`config.mk`:
```
export PLATFORM = sky130hd
export DESIGN_NAME = fetch_stage
export DESIGN_NICKNAME = d
export VERILOG_FILES = /design/src/rtl/fetch_stage.sv
export SDC_FILE = /design/constraint.sdc
export NUM_CORES = 1
export LEC_CHECK = 0
export ABC_AREA = 1
export CAP_MARGIN = 20
export CORE_MARGIN = 2
export CORE_UTILIZATION = 45
export CTS_CLUSTER_DIAMETER = 30
export DETAILED_ROUTE_END_ITERATION = 10
export GPL_ROUTABILITY_DRIVEN = 0
export PLACE_DENSITY = 0.8
export SLEW_MARGIN = 20
export SYNTH_ARGS = -nofsm -noshare
export SYNTH_HDL_FRONTEND = slang
export SYNTH_SLANG_ARGS = --single-unit
```
`constraint.sdc`:
```
create_clock -name clk -period 2.95 [get_ports clk]
set_clock_uncertainty 0.05 [all_clocks]
set_input_delay 0.59 -clock clk [delete_from_list [all_inputs] [get_ports clk]]
set_output_delay 0.59 -clock clk [all_outputs]
set_load 0.02 [all_outputs]
```
`src/rtl/fetch_stage.sv`:
```
// Instruction-fetch stage: owns the PC, drives the program ROM address and
// holds the IF/ID pipeline register. It halts on out-of-range fetches.
module fetch_stage #(
  parameter int unsigned MEMORY_DEPTH = 512,
  parameter logic [31:0] TEXT_BASE    = 32'h0040_0000,
  parameter logic [31:0] RESET_PC     = 32'h0040_0000
) (
  input  logic        clk,
  input  logic        reset,
  input  logic        Stall,
  input  logic        Flush,
  input  logic        Redirect,
  input  logic [31:0] RedirectTarget,
  input  logic [31:0] ImemInstruction,
  output logic [31:0] ImemAddress,
  output logic [31:0] PCValue,
  output logic [31:0] ID_Instruction,
  output logic [31:0] ID_PC_4,
  output logic        ID_Valid,
  output logic [31:0] FetchCount,
  output logic        FetchError,
  output logic        Halted
);

  typedef enum logic {RUN, HALT} state_e;

  localparam logic [31:0] LAST_OFF = 32'(4 * MEMORY_DEPTH - 4);

  state_e      state_q, state_d;
  logic [31:0] pc_q, pc_d;
  logic [31:0] id_instr_q, id_instr_d;
  logic [31:0] id_pc4_q, id_pc4_d;
  logic        id_valid_q, id_valid_d;
  logic [31:0] fcount_q, fcount_d;
  logic        ferr_q, ferr_d;

  logic [31:0] pc_plus4;
  logic [31:0] redirect_pc;
  logic        in_range;

  assign ImemAddress = pc_q - TEXT_BASE;
  assign pc_plus4    = pc_q + 32'd4;
  assign redirect_pc = RedirectTarget & ~32'h3;
  assign in_range    = (pc_q >= TEXT_BASE) && (ImemAddress <= LAST_OFF) &&
                       (pc_q[1:0] == 2'b00);

  always_comb begin
    state_d    = state_q;
    pc_d       = pc_q;
    id_instr_d = id_instr_q;
    id_pc4_d   = id_pc4_q;
    id_valid_d = id_valid_q;
    fcount_d   = fcount_q;
    ferr_d     = ferr_q;
    unique case (state_q)
      RUN: begin
        if (Redirect) begin
          pc_d       = redirect_pc;
          id_instr_d = '0;
          id_pc4_d   = '0;
          id_valid_d = 1'b0;
        end else if (Stall) begin
          if (Flush) begin
            id_instr_d = '0;
            id_pc4_d   = '0;
            id_valid_d = 1'b0;
          end
        end else if (!in_range) begin
          id_instr_d = '0;
          id_pc4_d   = '0;
          id_valid_d = 1'b0;
          ferr_d     = 1'b1;
          state_d    = HALT;
        end else begin
          // A flushed fetch still consumes its slot: PC and count advance.
          pc_d     = pc_plus4;
          fcount_d = fcount_q + 32'd1;
          if (Flush) begin
            id_instr_d = '0;
            id_pc4_d   = '0;
            id_valid_d = 1'b0;
          end else begin
            id_instr_d = ImemInstruction;
            id_pc4_d   = pc_plus4;
            id_valid_d = 1'b1;
          end
        end
      end
      HALT: begin
        id_instr_d = '0;
        id_pc4_d   = '0;
        id_valid_d = 1'b0;
        if (Redirect) begin
          pc_d    = redirect_pc;
          state_d = RUN;
        end
      end
      default: state_d = RUN;
    endcase
  end

  always_ff @(posedge clk) begin
    if (reset) begin
      state_q    <= RUN;
      pc_q       <= RESET_PC;
      id_instr_q <= '0;
      id_pc4_q   <= '0;
      id_valid_q <= 1'b0;
      fcount_q   <= '0;
      ferr_q     <= 1'b0;
    end else begin
      state_q    <= state_d;
      pc_q       <= pc_d;
      id_instr_q <= id_instr_d;
      id_pc4_q   <= id_pc4_d;
      id_valid_q <= id_valid_d;
      fcount_q   <= fcount_d;
      ferr_q     <= ferr_d;
    end
  end

  assign PCValue        = pc_q;
  assign ID_Instruction = id_instr_q;
  assign ID_PC_4        = id_pc4_q;
  assign ID_Valid       = id_valid_q;
  assign FetchCount     = fcount_q;
  assign FetchError     = ferr_q;
  assign Halted         = (state_q == HALT);

endmodule
```
Yosys cells after proc, flatten, opt, wreduce, memory -nomap -nowiden
Index checks and enable logic that the tools add are counted.

Bits in registers: 131. Output and inout port bits: 163. Input port bits: 69. Logic and storage cells: 53.

Equal/unequal tests: 4. Magnitude comparators: 2. Bitwise operators: 4. Reduce and logical (&&, ||, !) cells: 6. $add $sub $neg: 3. Mux-type cells: 27.

Operators by type and width (number): $mux W32 (13); $pmux W32 S2 (3); $add A32 B1 Y32 const B (1); $add A32 B3 Y32 const B (1); $ge A32 B23 Y1 const B (1); $le A32 B11 Y1 const B (1); $sub A32 B23 Y32 const B (1); $mux W1 (9); $reduce_and A4 Y1 (2); $ne A3 B3 Y1 const B (2); $ne A4 B4 Y1 const B (1); $not A1 Y1 (4); $pmux W1 S2 (2); $reduce_and A3 Y1 (1); $logic_and A1 B1 Y1 (2); $logic_not A2 Y1 (1); $ne A2 B2 Y1 const B (1).

Longest topological paths before layout
Word-level depth: 8. Mapped depth: 16. Mapped depth without buffers: 16.

Least setup slack after synthesis
Ideal clock, no wire load.

Path type: register to register. Start point: reg pc_q[22] (netlist: PCValue[22]). End point: reg pc_q[22] (netlist: PCValue[22]). Path slack: 439 ps. Stages on the path, launching flop included: 16. Path buffers: 1. Required time: 2767 ps. Period minus slack after synthesis: 2511 ps. Library setup time: 133 ps. Arrival: 2328 ps. Cells stage by stage: dfxtp_1 inv_2 ha_1 inv_1 nor2_1 nand2_1 nand2_1 nor2_1 nand2_1 nor2_4 nand3_4 nor2_4 nand2_4 buf_2 nand3_1 nand3_1.

Longest elaborated chain between the ends: 6. Elaborated cells between the ends (all ways): 12. Those cells by class: add/sub: 2; order compare: 2; eq/ne: 1; mux: 4; reduce/logical: 3.

Ends and longest elaborated chain: start, declared (RTL line 30) `logic [31:0] pc_q, pc_d;`; start signal, assigned (RTL line 113) `pc_q <= pc_d;`; $sub A32 B23 Y32 (RTL line 41) `assign ImemAddress = pc_q - TEXT_BASE;`; net ImemAddress[22] (RTL line 15) `output logic [31:0] ImemAddress,`; $le A32 B11 Y1 (RTL line 44) `assign in_range = (pc_q >= TEXT_BASE) && (ImemAddress <= LAST_OFF) &&`; $logic_and A1 B1 Y1 (2 in a row) (RTL line 44); $ne A3 B3 Y1 (no line); $reduce_and A3 Y1 (no line).

The timed path passes the listed nets, and every way through them passes these cells. The select of a mux whose other input is x is not followed. A chain may end at the register's enable or synchronous reset.

Worst setup path after layout
Start point: reg pc_q[23] (netlist: PCValue[23]). End point: out ImemAddress[26].

Longest elaborated chain between the ends: 1.

Ends and longest elaborated chain (RTL line): $sub A32 B23 Y32 (41); end, declared (15).

Every way passes these cells.

==> flow_summary.json <==
{
  "fin_nets": 1176,
  "via_per_inst": 4.96,
  "cts_tree": "built",
  "slew_viol_final": 0,
  "dieArea_um2": 14700,
  "routedWlPerCell_um": 14.4,
  "finalWirelength_um": 18600,
  "ys_seq_elements": 128,
  "ir_drop_v": 0.000425,
  "synth_edf_count": 0,
  "finalCriticalPeriod_ps": 2780,
  "grt_pass1_vias": 6034,
  "overflow": 0,
  "cts_buffers": 17,
  "clk_pin_slew_ps": 60,
  "grt_pass1_wl_um": 29100,
  "post-cts-setup-buffer-count": 0,
  "start_util": 0.464,
  "min_path_type": "register to register",
  "dp_hpwl_um": 13200,
  "io-pin-count": 232,
  "slowest_stage": "clkdlybuf4s50_1",
  "core_um2": 13300,
  "cp.arrival_ps": 2140,
  "clock_latency_ps": 420,
  "netlist_area_um2": 6200,
  "yosysWarningCount": 0,
  "dpl.cell_count": 1257,
  "grt_usage": 0.250,
  "synth.distinct_cells": 39,
  "ant_nets": 0,
  "multi_input_area_um2": 2980,
  "seq_area_um2": 2560,
  "drt_pass1_iterations": 5,
  "synth_flop_cell": "dfxtp_1",
  "startpoint_type": "register",
  "cts-root-buf": "clkbuf_16",
  "crit_required_ps": 2310,
  "synth_async_sr_flop_share": 0,
  "drc": 0,
  "layout_commonest_cell": "nand2_1",
  "status": "finished clean",
  "hold_buffers": 0,
  "endpoint_kind": "output pin",
  "rsz0062_at_grt": "false",
  "area_growth_pct": 45.4,
  "finalCritPeriodShare": 0.942,
  "maxCapViolations": 0,
  "ys_seq_area_frac": 0.413,
  "drive_above_1_share": 0.0710,
  "layoutNonFillerInstCount": 1289,
  "final_cell_mix": "271 x nand2_1, 223 x clkdlybuf4s50_1, 128 x dfxtp_1",
  "fp-row-count": 42,
  "max_freq_mhz": 360,
  "critPathTopFamily": "buffers and inverters",
  "cts.sinks": 128,
  "grt_max_degree": 65,
  "htreeDepth": 4,
  "worstMarginPinSlew_ps": 754,
  "n_fill_cell": 1169,
  "setup_violations": 0,
  "max_slew_margin": 0.497,
  "critPathBufInv": 3,
  "leakage_uw": 0.00332,
  "clock_tree.buffer_depth": 2,
  "diodes": 0,
  "finalSetupTns_ps": 0,
  "slowest_delay_ps": 610,
  "antenna_found_initial": 0,
  "cts.repair.resized": 1,
  "die_width_um": 121,
  "powerDensity_nw_per_um2": 486,
  "synth_cells": 900,
  "path_cells": "inv_1 -> ha_1 -> inv_1 -> nor2_1 -> nand2_1 -> nand2_1 -> clkdlybuf4s50_1",
  "dr.first_iter.drc_count": 487,
  "worstSetupPathType": "register to output pin",
  "portBuffers": 225,
  "vias": 6391,
  "cp_max_fo": 5,
  "die_height_um": 121,
  "avgSynthCellArea_um2": 6.89,
  "hold_viol_final": 0
}
-- logic make-up (layout without fill, tap and decap cells) --
kind of cell | Yosys count | in the layout | synth area share
compound gates | 113 | 113 | 0.0937
xor+xnor | 8 | 8 | 0.0125
fa+ha+maj | 7 | 7 | 0.0141
buf+inv | 142 | 352 | 0.108
flops | 128 | 128 | 0.413
other cells | 1 | 4 | 0.000605
simple gates | 501 | 501 | 0.357
-- cells in the mapped netlist (3+ instances only) --
cell      number  share of area
buf_1          4         0.0024
nor2_1       104          0.063
buf_2          3         0.0024
inv_2          8         0.0048
xor2_1         4         0.0057
nor2_2         5         0.0050
a21boi_0       3         0.0036
ha_1           7          0.014
inv_1         72          0.044
buf_4         30          0.036
nand3_1       56          0.045
nand2_1      271           0.16
nor2_4        10          0.018
o21ai_1        8         0.0065
nand4_1       20          0.020
xnor2_1        3         0.0042
nor3b_1        3         0.0036
a21oi_1       85          0.069
nor3_1        13          0.010
buf_6          3         0.0054
nor4_1         7         0.0071
clkbuf_1      22          0.013
o21ai_0       14          0.011
dfxtp_1      128           0.41
-- registers in the layout, summed over array words and instances, names as in the netlist --
register / count
FetchError: 1
ID_PC_4: 31
ID_Valid: 1
PCValue: 30
Halted: 1
FetchCount: 32
ID_Instruction: 32
-- worst min-delay path: cells and delay by family (launching register included) --
kind / cells / cell delay (ps)
and+or+nand+nor: 2 / 90
DFF: 1 / 300
-- metrics by stage --
stage	setup WS (ps)	hold WS (ps)	instance area, µm²	utilization	total power (µW)
3_3_place_gp	370	376	8440	0.632	2380
4_1_cts	175	388	9010	0.675	4410
2_1_floorplan	439	469	6210	-	2130
5_1_grt	6.36	401	9010	0.675	4540
3_5_place_dp	328	378	8440	0.632	2390
6_report	170	384	9010	0.675	4380
-- report_power, final --
part	internal (µW)	total [µW]	switching, µW
registers	1760	1800	41.8
logic	252	555	303
clock network	1240	2030	786
-- final timing paths --
check                            from                       end  slack (ps)  cells past startpoint
min reg2reg  ID_PC_4[29]$_SDFFE_PP0P_  ID_PC_4[29]$_SDFFE_PP0P_         380                      2
max          PCValue[23]$_SDFFE_PP0P_           ImemAddress[26]         170                      7
min          ID_PC_4[29]$_SDFFE_PP0P_  ID_PC_4[29]$_SDFFE_PP0P_         380                      2
max reg2reg   PCValue[3]$_SDFFE_PP0P_  PCValue[22]$_SDFFE_PP1P_         390                     12
-- per-layer routing --
layer | global-route usage | up-vias | wire (µm)
met5 | 0 | - | 0
met4 | 0.0984 | 0 | 386
met3 | 0.0733 | 34 | 1440
met2 | 0.420 | 247 | 9030
met1 | 0.300 | 2870 | 7760
li1 | - | 3240 | -
-- layout make-up --
cell class,count,share of cell area
clock buffers,19,0.0480
inverters,80,0.0333
well taps,176,0.0244
clock inverters,13,0.0155
multi-input cells,633,0.331
repair buffers,240,0.263
flip-flops and latches,128,0.284
No activity file was read; power rests on OpenSTA's default activity.
